### src/rtl/mem_arbiter.sv
// mem_arbiter: shares one single-ported, variable-latency memory between the
// instruction-fetch port and the data (load/store) port. One access is in flight
// at a time; per-port stall outputs let the core freeze while it is outstanding.
// A response timeout force-completes a hung access and sets a sticky err flag.
//
// Build option: define MEM_ARB_RR_EN to break D/I ties round-robin instead of
// using fixed data-over-instruction priority.
module mem_arbiter #(
    parameter int unsigned AW      = 16,
    parameter int unsigned DW      = 16,
    parameter int unsigned TIMEOUT = 255
) (
    input  logic          clk,
    input  logic          rst_n,
    input  logic          hlt,
    input  logic          i_req,
    input  logic [AW-1:0] i_addr,
    output logic [DW-1:0] i_rdata,
    output logic          i_done,
    output logic          i_stall,
    input  logic          d_req,
    input  logic          d_we,
    input  logic [AW-1:0] d_addr,
    input  logic [DW-1:0] d_wdata,
    output logic [DW-1:0] d_rdata,
    output logic          d_done,
    output logic          d_stall,
    output logic          mem_en,
    output logic          mem_we,
    output logic [AW-1:0] mem_addr,
    output logic [DW-1:0] mem_wdata,
    input  logic [DW-1:0] mem_rdata,
    input  logic          mem_valid,
    output logic          err
);

    typedef enum logic [1:0] {
        StIdle  = 2'd0,
        StIWait = 2'd1,
        StDWait = 2'd2
    } state_e;

    // Counter value at the edge where the wait has lasted TIMEOUT cycles.
    localparam logic [7:0] TimeoutLast = 8'(TIMEOUT - 1);

    state_e        state_q, state_d;
    logic [7:0]    cnt_q, cnt_d;
    logic          mem_en_q, mem_en_d;
    logic          mem_we_q, mem_we_d;
    logic [AW-1:0] mem_addr_q, mem_addr_d;
    logic [DW-1:0] mem_wdata_q, mem_wdata_d;
    logic [DW-1:0] i_rdata_q, i_rdata_d;
    logic [DW-1:0] d_rdata_q, d_rdata_d;
    logic          i_done_q, i_done_d;
    logic          d_done_q, d_done_d;
    logic          err_q, err_d;

    logic          i_req_new;
    logic          d_req_new;
    logic          grant_i;
    logic          grant_d;

    // A request still high during its own done pulse is the one just served,
    // not a new one; it only counts again from the following cycle.
    assign i_req_new = i_req & ~i_done_q;
    assign d_req_new = d_req & ~d_done_q;

`ifdef MEM_ARB_RR_EN
    // 1 = last grant went to D. Reset value 0 lets D win the first tie.
    logic last_d_q, last_d_d;

    // Arbitrate: on a tie, grant the port not granted last.
    always_comb begin
        grant_d = d_req_new & (~i_req_new | ~last_d_q);
        grant_i = i_req_new & ~grant_d;
    end

    // Last-grant register, updated at every grant.
    always_ff @(posedge clk or negedge rst_n) begin
        if (!rst_n) begin
            last_d_q <= 1'b0;
        end else begin
            last_d_q <= last_d_d;
        end
    end
`else
    // Arbitrate: fixed priority, the older (data) access in the pipeline first.
    always_comb begin
        grant_d = d_req_new;
        grant_i = i_req_new & ~d_req_new;
    end
`endif

    // Next-state logic: grant in idle, wait for completion or timeout.
    always_comb begin
        state_d     = state_q;
        cnt_d       = cnt_q;
        mem_en_d    = 1'b0;
        mem_we_d    = mem_we_q;
        mem_addr_d  = mem_addr_q;
        mem_wdata_d = mem_wdata_q;
        i_rdata_d   = i_rdata_q;
        d_rdata_d   = d_rdata_q;
        i_done_d    = 1'b0;
        d_done_d    = 1'b0;
        err_d       = err_q;
`ifdef MEM_ARB_RR_EN
        last_d_d    = last_d_q;
`endif

        unique case (state_q)
            StIdle: begin
                cnt_d = 8'd0;
                if (!hlt) begin
                    if (grant_d) begin
                        mem_en_d    = 1'b1;
                        mem_we_d    = d_we;
                        mem_addr_d  = d_addr;
                        mem_wdata_d = d_wdata;
                        state_d     = StDWait;
`ifdef MEM_ARB_RR_EN
                        last_d_d    = 1'b1;
`endif
                    end else if (grant_i) begin
                        mem_en_d   = 1'b1;
                        mem_we_d   = 1'b0;
                        mem_addr_d = i_addr;
                        state_d    = StIWait;
`ifdef MEM_ARB_RR_EN
                        last_d_d   = 1'b0;
`endif
                    end
                end
            end

            StIWait: begin
                cnt_d = 8'(cnt_q + 8'd1);
                // A response on the timeout edge still counts as a normal completion.
                if (mem_valid) begin
                    i_rdata_d = mem_rdata;
                    i_done_d  = 1'b1;
                    cnt_d     = 8'd0;
                    state_d   = StIdle;
                end else if (cnt_q == TimeoutLast) begin
                    i_rdata_d = '0;
                    i_done_d  = 1'b1;
                    err_d     = 1'b1;
                    cnt_d     = 8'd0;
                    state_d   = StIdle;
                end
            end

            StDWait: begin
                cnt_d = 8'(cnt_q + 8'd1);
                if (mem_valid) begin
                    if (!mem_we_q) begin
                        d_rdata_d = mem_rdata;
                    end
                    d_done_d = 1'b1;
                    cnt_d    = 8'd0;
                    state_d  = StIdle;
                end else if (cnt_q == TimeoutLast) begin
                    if (!mem_we_q) begin
                        d_rdata_d = '0;
                    end
                    d_done_d = 1'b1;
                    err_d    = 1'b1;
                    cnt_d    = 8'd0;
                    state_d  = StIdle;
                end
            end

            default: begin
                cnt_d   = 8'd0;
                state_d = StIdle;
            end
        endcase
    end

    // State and output registers; reset abandons any outstanding access.
    always_ff @(posedge clk or negedge rst_n) begin
        if (!rst_n) begin
            state_q     <= StIdle;
            cnt_q       <= 8'd0;
            mem_en_q    <= 1'b0;
            mem_we_q    <= 1'b0;
            mem_addr_q  <= '0;
            mem_wdata_q <= '0;
            i_rdata_q   <= '0;
            d_rdata_q   <= '0;
            i_done_q    <= 1'b0;
            d_done_q    <= 1'b0;
            err_q       <= 1'b0;
        end else begin
            state_q     <= state_d;
            cnt_q       <= cnt_d;
            mem_en_q    <= mem_en_d;
            mem_we_q    <= mem_we_d;
            mem_addr_q  <= mem_addr_d;
            mem_wdata_q <= mem_wdata_d;
            i_rdata_q   <= i_rdata_d;
            d_rdata_q   <= d_rdata_d;
            i_done_q    <= i_done_d;
            d_done_q    <= d_done_d;
            err_q       <= err_d;
        end
    end

    // Stalls: only combinational paths, from requests and registered done pulses.
    always_comb begin
        i_stall = i_req & ~i_done_q;
        d_stall = d_req & ~d_done_q;
    end

    assign i_rdata   = i_rdata_q;
    assign d_rdata   = d_rdata_q;
    assign i_done    = i_done_q;
    assign d_done    = d_done_q;
    assign mem_en    = mem_en_q;
    assign mem_we    = mem_we_q;
    assign mem_addr  = mem_addr_q;
    assign mem_wdata = mem_wdata_q;
    assign err       = err_q;

endmodule

### config.mk
export PLATFORM = sky130hd
export DESIGN_NAME = mem_arbiter
export DESIGN_NICKNAME = d
export VERILOG_FILES = /design/src/rtl/mem_arbiter.sv
export SDC_FILE = /design/constraint.sdc
export NUM_CORES = 1
export LEC_CHECK = 0
export BUFFER_PORTS_ARGS = -buffer_cell sky130_fd_sc_hd__buf_4
export CAP_MARGIN = 40
export CELL_PAD_IN_SITES_DETAIL_PLACEMENT = 0
export CELL_PAD_IN_SITES_GLOBAL_PLACEMENT = 1
export CORE_MARGIN = 4
export CORE_UTILIZATION = 39
export DETAILED_ROUTE_END_ITERATION = 7
export GPL_ROUTABILITY_DRIVEN = 0
export PLACE_DENSITY = 0.93
export REMOVE_ABC_BUFFERS = 1
export SYNTH_ARGS = -nofsm -noshare
export SYNTH_HDL_FRONTEND = slang
export SYNTH_SLANG_ARGS = --single-unit
### constraint.sdc
create_clock -name clk -period 4.67 [get_ports clk]
set_clock_uncertainty 0.05 [all_clocks]
set_input_delay 0.7005 -clock clk [delete_from_list [all_inputs] [get_ports clk]]
set_output_delay 0.7005 -clock clk [all_outputs]
set_load 0.02 [all_outputs]
==> run_results.csv <==
group,metric,value,unit
outcome,outcome,"complete, no violations",
clock_tree,clkSinkCount,79,
power,power,3.03,mW
synth,synth_compound_area_share,15.0,%
routing,drt_iter0_markers,81,
floorplanning,die_w,99.2,µm
critical_path,required,3.92,ns
synth,yosysSeqAreaShare,61.0,%
synth,synth_xor_area_share,0.540,%
layout,layout_commonest_cell,"buf_4",
critical_path,crit_path_end_kind,"primary output",
layout,area_growth,42.1,%
global_routing,antenna_found_initial,0,
clock_tree,clkSlewWorstSetupHoldPaths,0.07,ns
placed_design,io_buffers,141,
synth,synth_area,3240,µm²
floorplanning,ios,142,
placed_design,dp_slack,2.37,ns
clock_tree,cts_buffer_depth,2,
layout,layout-drive-gt1-share,44.8,%
critical_path,crit_path_start,"d_req",
placed_design,post_dp_cell_area,4390,µm²
global_routing,grt_pass1_vias,2536,
synth,netlist.area_leader.share,61.0,%
synth,yosysWarnings,0,
timing,fin_crit,2.30,ns
critical_path,crit_arrival,1.55,ns
hold_path,min_path_type,"primary input to async pin",
clock_tree,clock_latency,0.33,ns
run,maxCapViolations,0,
power,power_density,657,nW/µm²
synth,yosysTopAreaCell,"dfrtp_1",
critical_path,critical_path_class,"primary input to primary output",
timing,maxSlewViolCount,0,
global_routing,grt-ovfl-total,0,
synth,synth_fa_ha_area_share,1.93,%
floorplanning,num_rows,32,
layout,nFillCells,665,
timing,setup_viol,0,
timing,rsz0062_at_grt,"no",
synth,synth_top_family_by_area,"compound AO/OA/AOI/OAI gates",
synth,ys_ff_latch,79,
routing,dr.pass1.iters,6,
placed_design,dp_hpwl,5760,µm
floorplanning,dieHeight,99.2,µm
synth,synthTopCellsByArea,"dfrtp_1, a22o_1, mux2_2",
floorplanning,coreArea,7890,µm²
timing,finalSetupTns,0,ns
critical_path,crit_fanout,17,
synth,synthCells,250,
routing,wl_per_cell,15.8,µm
clock_tree,cts.htree.levels,3,
power,leakage,2.36,nW
layout,nets,468,
global_routing,track_usage,15.8,%
layout,fin_cells,499,
synth,async_flop_share,100,%
timing,timing.fmax,0.435,GHz
timing,setup_ws,2.37,ns
clock_tree,ctsResizeCount,0,
synth,synth-edff-count,0,
synth,synthFlopType,"dfrtp_1",
synth,syn-mean-instance-area,13.0,µm²
layout,n_antenna_cell,0,
timing,relSlewSlack,41.0,%
clock_tree,postCtsSetupRepairBufs,0,
timing,tightestPinTransition,0.885,ns
routing,routed_wl,7880,µm
power,ir_drop,0.000378,V
floorplanning,initial_core_util,41.1,%
routing,vias_per_cell,4.99,
clock_tree,cts_tree,"done",
synth,synth-simple-area-share,7.72,%
routing,vias,2489,
layout,fin_area,4610,µm²
synth,ys_types,36,
timing,hold_viol_final,0,
placed_design,dp.cells,483,
timing,hold_slack,0.248,ns
synth,synth_mux_area_share,10.5,%
global_routing,grt_max_degree,50,
clock_tree,clockRootBuffer,"clkbuf_8",
routing,ant_nets,0,
floorplanning,dieArea,9830,µm²
timing,min_period_over_period,49.2,%
critical_path,cp-start-kind,"primary input",
layout,layout_common_cells,"buf_4, dfrtp_1, a22o_1, nand2_1, mux2i_1",
clock_tree,cts_buffers,9,
clock_tree,cts_hold_buf,0,
global_routing,grt_pass1_wl,12500,µm
routing,drc,0,
layout,fin_util,58.4,%
critical_path,reg2reg_from,"state_q[0]$_DFFE_PN0P_",
## where the power goes
| part | internal (mW) | total [mW] | leakage, nW | switching [mW] |
|---|---|---|---|---|
| Combinational | 0.629 | 1.34 | 1.27 | 0.716 |
| Clock | 0.303 | 0.545 | 0.104 | 0.242 |
| Sequential | 0.968 | 1.14 | 0.990 | 0.168 |
## worst max-delay path, cell delays in order
cell and delay (ns):
buf_4 0.11, nand2b_1 0.18, buf_4 0.33, inv_1 0.07
buf_4 0.16
## cell usage after synthesis (2+ instances only)
master	instances
mux2_2	15
dfrtp_1	79
buf_6	2
o21ai_1	6
and2_1	2
buf_4	2
nand2b_1	4
o21ai_0	12
nand3_1	3
inv_1	10
nor3_1	2
nor2_1	9
buf_2	2
mux2i_1	16
clkbuf_1	6
a22o_1	34
a21oi_1	6
ha_1	5
o31ai_1	2
nand2_1	17
## worst paths after layout
kind / depth (start not counted) / slack [ns] / to
setup reg to reg: 5 / 2.65 / mem_wdata[6]$_DFFE_PN0P_
hold / removal: 1 / 0.25 / mem_addr[12]$_DFFE_PN0P_
min in group clk: 2 / 0.42 / err$_DFFE_PN0P_
max in group asynchronous: 2 / 3.76 / d_rdata[1]$_DFFE_PN0P_
setup / recovery: 5 / 2.37 / d_stall
hold reg to reg: 2 / 0.42 / err$_DFFE_PN0P_
## metal layers
metal	global-route usage [%]	share of wire (%)
met1	19.7	42
met3	5.61	7.5
met2	26.1	50
met5	0	0
met4	4.52	0.77
## logic make-up after synthesis
family / after synthesis
compound gates: 65
xor+xnor: 2
fa+ha+maj: 5
buf+inv: 22
flops: 79
mux: 32
simple gates: 45
## area by class of cell
class / count / area (µm²) / share of cell area (%)
sequential: 79 / 1980 / 42.9
multi-input combinational: 149 / 1160 / 25.1
timing repair buffer: 143 / 1090 / 23.7
clock buffer: 11 / 131 / 2.85
tap: 102 / 128 / 2.77
clock inverter: 5 / 81.3 / 1.77
inverter: 10 / 37.5 / 0.815
## registers in the layout, indices dropped and copies added, names as in the netlist
register / count
state_q: 2
i_rdata: 16
mem_wdata: 16
i_done: 1
d_rdata: 16
err: 1
mem_en: 1
mem_we: 1
mem_addr: 16
cnt_q: 8
d_done: 1
Power figures use the tool's default switching activity.
